**src/rtl/lab4_pkg.sv**
```systemverilog
// Shared constants for the lab counter datapath.
package lab4_pkg;

    localparam int WIDTH_DEFAULT = 16;

    localparam logic [WIDTH_DEFAULT-1:0] CNT_ZERO = '0;
    localparam logic [WIDTH_DEFAULT-1:0] CNT_ONES = '1;

endpackage : lab4_pkg

```
**src/rtl/edge_detector.sv**
```systemverilog
// Two-flop synchronizer for a raw button followed by a rising-edge pulse.
// A held button produces a single one-cycle pulse.
module edge_detector (
    input  logic clkin,
    input  logic reset,
    input  logic in,
    output logic pulse
);

    logic s1_reg;
    logic s2_reg;

    // Synchronize the asynchronous input; s2 is the delayed copy for edge detection.
    always_ff @(posedge clkin) begin
        if (reset) begin
            s1_reg <= 1'b0;
            s2_reg <= 1'b0;
        end else begin
            s1_reg <= in;
            s2_reg <= s1_reg;
        end
    end

    assign pulse = s1_reg & ~s2_reg;

endmodule : edge_detector

```
**src/rtl/dtc_down_counter16.sv**
```systemverilog
// Loadable down counter with terminal-count flag (dtc) and a registered
// one-cycle pulse when a decrement reaches zero.
module dtc_down_counter16
    import lab4_pkg::*;
#(
    parameter int WIDTH        = WIDTH_DEFAULT,
    parameter bit STOP_AT_ZERO = 1'b0
) (
    input  logic             clkin,
    input  logic             reset,
    input  logic             ld,
    input  logic [WIDTH-1:0] din,
    input  logic             run,
    input  logic             tick,
    input  logic             step_btn,
    output logic [WIDTH-1:0] q,
    output logic             dtc,
    output logic             dtc_pulse,
    output logic             busy
);

    logic [WIDTH-1:0] q_reg;
    logic [WIDTH-1:0] q_next;
    logic             dtc_pulse_reg;
    logic             dtc_pulse_next;
    logic             step_edge;
    logic             dec;
    logic             q_is_zero;
    logic             q_is_one;

    edge_detector u_step_edge (
        .clkin (clkin),
        .reset (reset),
        .in    (step_btn),
        .pulse (step_edge)
    );

    // Both sources together still count as a single decrement.
    assign dec       = (run & tick) | step_edge;
    assign q_is_zero = (q_reg == '0);
    assign q_is_one  = (q_reg == WIDTH'(1));

    // Next-state mux: load beats decrement beats hold.
    always_comb begin
        q_next         = q_reg;
        dtc_pulse_next = 1'b0;
        if (ld) begin
            q_next = din;
        end else if (dec) begin
            dtc_pulse_next = q_is_one;
            if (!q_is_zero) begin
                q_next = q_reg - WIDTH'(1);
            end else if (!STOP_AT_ZERO) begin
                q_next = '1;
            end
        end
    end

    // Count register and terminal-count pulse register.
    always_ff @(posedge clkin) begin
        if (reset) begin
            q_reg         <= '0;
            dtc_pulse_reg <= 1'b0;
        end else begin
            q_reg         <= q_next;
            dtc_pulse_reg <= dtc_pulse_next;
        end
    end

    assign q         = q_reg;
    assign dtc       = q_is_zero;
    assign dtc_pulse = dtc_pulse_reg;
    // A wrapping counter never runs out of work; a saturating one stops at zero.
    assign busy      = run & (!STOP_AT_ZERO | !q_is_zero);

endmodule : dtc_down_counter16
```
**config.mk**
```make
export PLATFORM = sky130hd
export DESIGN_NAME = dtc_down_counter16
export DESIGN_NICKNAME = d
export VERILOG_FILES = /design/src/rtl/lab4_pkg.sv /design/src/rtl/edge_detector.sv /design/src/rtl/dtc_down_counter16.sv
export SDC_FILE = /design/constraint.sdc
export NUM_CORES = 1
export LEC_CHECK = 0
export ABC_AREA = 1
export CORE_MARGIN = 2
export CORE_UTILIZATION = 50
export DETAILED_ROUTE_END_ITERATION = 12
export PLACE_DENSITY = 0.91
export SLEW_MARGIN = 20
export SYNTH_ARGS = -nofsm -noshare
export SYNTH_HDL_FRONTEND = slang
export SYNTH_SLANG_ARGS = --single-unit
```
**constraint.sdc**
```tcl
create_clock -name clkin -period 1.95 [get_ports clkin]
set_input_delay 0.195 -clock clkin [delete_from_list [all_inputs] [get_ports clkin]]
set_output_delay 0.195 -clock clkin [all_outputs]
set_load 0.01 [all_outputs]
```
==> impl_metrics.yaml <==
setup_path:
  r2r_start: "q[1]"
  criticalPathCategory: "flop to flop"
  r2r_slack_ps: 340
  endpoint: "q[10]"
  cpPeakStageDelay_ps: 350
  r2r_cells: 7
  path_cells: "inv_1, ha_1, nand2_1, nor3b_1, nand3_1, o21ai_1, a21oi_1"
  startpoint: "q[1]"
  crit_path_start_kind: "flop"
  arrival_ps: 1800
  critical-path-slowest-cell: "nor3b_1"
  cp_num_buf_inv: 1
  rr_endpoint: "q[10]"
  cp_max_fo: 5
  critPathCaptureType: "flop"
  crit_required_ps: 2140
  cp.depth: 7
  path_delay_family: "simple AND/OR/NAND/NOR gates"
global_route:
  grt_pass1_vias: 1413
  grt_use_total_pct: 23.3
  grt_pass1_wl_um: 6000
  antenna_found_initial: 0
  grt_max_degree: 22
  grt_overflow_total: 0
detailed_routing:
  wl_met3_um: 242
  wirelength_met1_um: 1670
  viasPerCell: 5.20
  vias: 1486
  postRouteWirelength_um: 3600
  routedWlPerCell_um: 12.6
  met2_length_um: 1690
  ant_nets: 0
  routed.top_layer: "met3"
  post-route-drc-count: 0
  drt_iter0_markers: 43
  firstDrtPassIters: 4
yosys:
  ys_warn_count: 0
  synth-xor-area-share_pct: 3.24
  syn_area_sq_um: 1350
  synth_simple_gate_area_share_pct: 37.9
  synth-compound-area-share_pct: 17.6
  muxShareOfSynthArea_pct: 0
  synth.yosys.seq_area_share_pct: 28.1
  synthCells: 211
  avgSynthCellArea_sq_um: 6.40
  synth_nets: 236
  ys_ff_latch: 19
  netlist-cell-type-count: 32
  synthAdderAreaFrac_pct: 2.78
  synth_top_family_by_area: "simple AND/OR/NAND/NOR gates"
sta:
  relSlewSlack_pct: 75.6
  tightest_slew_ps: 366
  tns_ps: 0
  skew_ps: 8.72
  setup_viol: 0
  rsz0062_at_grt: "false"
  drv_slew: 0
  period_needed_ps: 1610
  fin_ws_ps: 344
  fmax_ghz: 0.623
  hold_violations: 0
  post-route-period-util_pct: 82.4
cells_and_area:
  syn2layout_area_growth_pct: 38.4
  drive_above_1_share_pct: 15.2
  fillers: 212
  nets: 282
  diodes: 0
  layout_common_cells: "nand2_1 (47), clkdlybuf4s50_1 (39), nor2_1 (26)"
  largest_reg_flops: 16
  final_common_cell: "nand2_1"
placement:
  dp_hpwl_um: 2680
  place_congestion: 0.905
  preCtsSetupSlack_ps: 245
  io_buffers: 40
pwr:
  powerDensity_nw_per_um2: 649
  p_leak_nw: 0.870
  peakVddDrop_mv: 0.470
run:
  maxCapViolCount: 0
clock_tree:
  root_buffer: "clkbuf_4"
  cts_buffers: 3
  clockBufferDepth: 2
  clkTransAtPathRegs_ps: 120
  cts.sinks: 19
  tritoncts: "built"
  insertion_delay_ps: 300
  ctsHoldBuffers: 0
  h-tree-depth: 1
floorplanning:
  die_w_um: 56.0
  num_rows: 18
  io_pins: 41
  die_area_sq_um: 3130
  initial_core_util_pct: 53.6
  die_h_um: 56.0
  coreArea_sq_um: 2520
worst_hold_path:
  holdCritStartpoint: "step_btn"
  hp-class: "input pin to flop"
outcome:
  status: "completed"
## synth_stat cells
cell	number	area (sq um)
a21oi_2	2	17.5
nand2_1	48	180
nor2_1	28	105
nand2_4	1	11.3
buf_1	1	3.75
clkbuf_2	1	5.00
xor2_1	4	35.0
o21ai_1	2	10.0
nand4_1	3	18.8
a21oi_1	13	65.1
ha_1	3	37.5
and2_1	1	6.26
inv_2	3	11.3
nor2_2	3	18.8
nor3b_1	1	7.51
inv_1	24	90.1
dfxtp_1	19	380
nand2_2	2	12.5
buf_2	3	15.0
nor3_1	1	5.00
nor2_4	3	33.8
o21ai_0	13	65.1
and3_1	1	6.26
buf_4	1	7.51
clkbuf_1	2	7.51
o21bai_1	9	67.6
nand3_2	3	30.0
nand3b_1	2	15.0
nand3_1	11	55.1
xnor2_1	1	8.76
or2_2	1	6.26
o211ai_2	1	12.5
## cell families (layout without fill, tap and decap cells)
group | after synthesis | after routing
compound gates | 40 | 40
xor+xnor | 5 | 5
fa+ha+maj | 3 | 3
buf+inv | 35 | 80
flops | 19 | 19
simple gates | 109 | 109
## cell type report
type / instances / area, sq um / area share (%)
clock buffer: 4 / 26.3 / 1.40
multi-input combinational: 157 / 846 / 45.2
sequential: 19 / 389 / 20.8
timing repair buffer: 49 / 470 / 25.2
tap: 30 / 37.5 / 2.01
inverter: 27 / 101 / 5.42
## where the power goes
part | switching, mW | total [mW] | internal, mW
logic | 0.277 | 0.525 | 0.248
registers | 0.0527 | 0.479 | 0.427
clock network | 0.130 | 0.209 | 0.0795
total | 0.459 | 1.21 | 0.754
## layer usage
layer  global-route usage, %  vias to the layer above
met5                       0                        -
met4                    6.80                        0
met3                    2.33                        0
met2                    40.5                       61
met1                    30.2                      667
li1                        -                      758
## tightest hold or removal path: stages
cell	delay, ps
clkdlybuf4s50_1	400
inv_1	50
nor2_1	40
## worst min path at each step
stage,slack [ps],to,cells after the start
2_1_floorplan,300,u_step_edge.s1_reg,2
4_1_cts,420,u_step_edge.s1_reg,3
6_report,410,u_step_edge.s1_reg,3
3_3_place_gp,420,u_step_edge.s2_reg,2
3_5_place_dp,420,u_step_edge.s2_reg,2
5_1_grt,430,u_step_edge.s1_reg,3
## repair_timing
action,4_1_cts,5_1_grt
pin swaps,3,0
buffers inserted,3,0
endpoints found under the setup margin,1,1
resized for setup,7,4
## stage by stage
step | power (mW) | std cells | area [sq um] | utilization, % | hold WS [ps]
finish | 1.21 | 286 | 1870 | 74.2 | 411
global route | 1.28 | 286 | 1870 | 74.2 | 432
detailed placement | 0.979 | 279 | 1800 | 71.2 | 424
floorplan | 0.790 | 211 | 1350 | - | 302
CTS | 1.21 | 286 | 1860 | 73.8 | 421
global placement | 0.973 | 279 | 1800 | 71.2 | 420
Power figures use the tool's default switching activity.
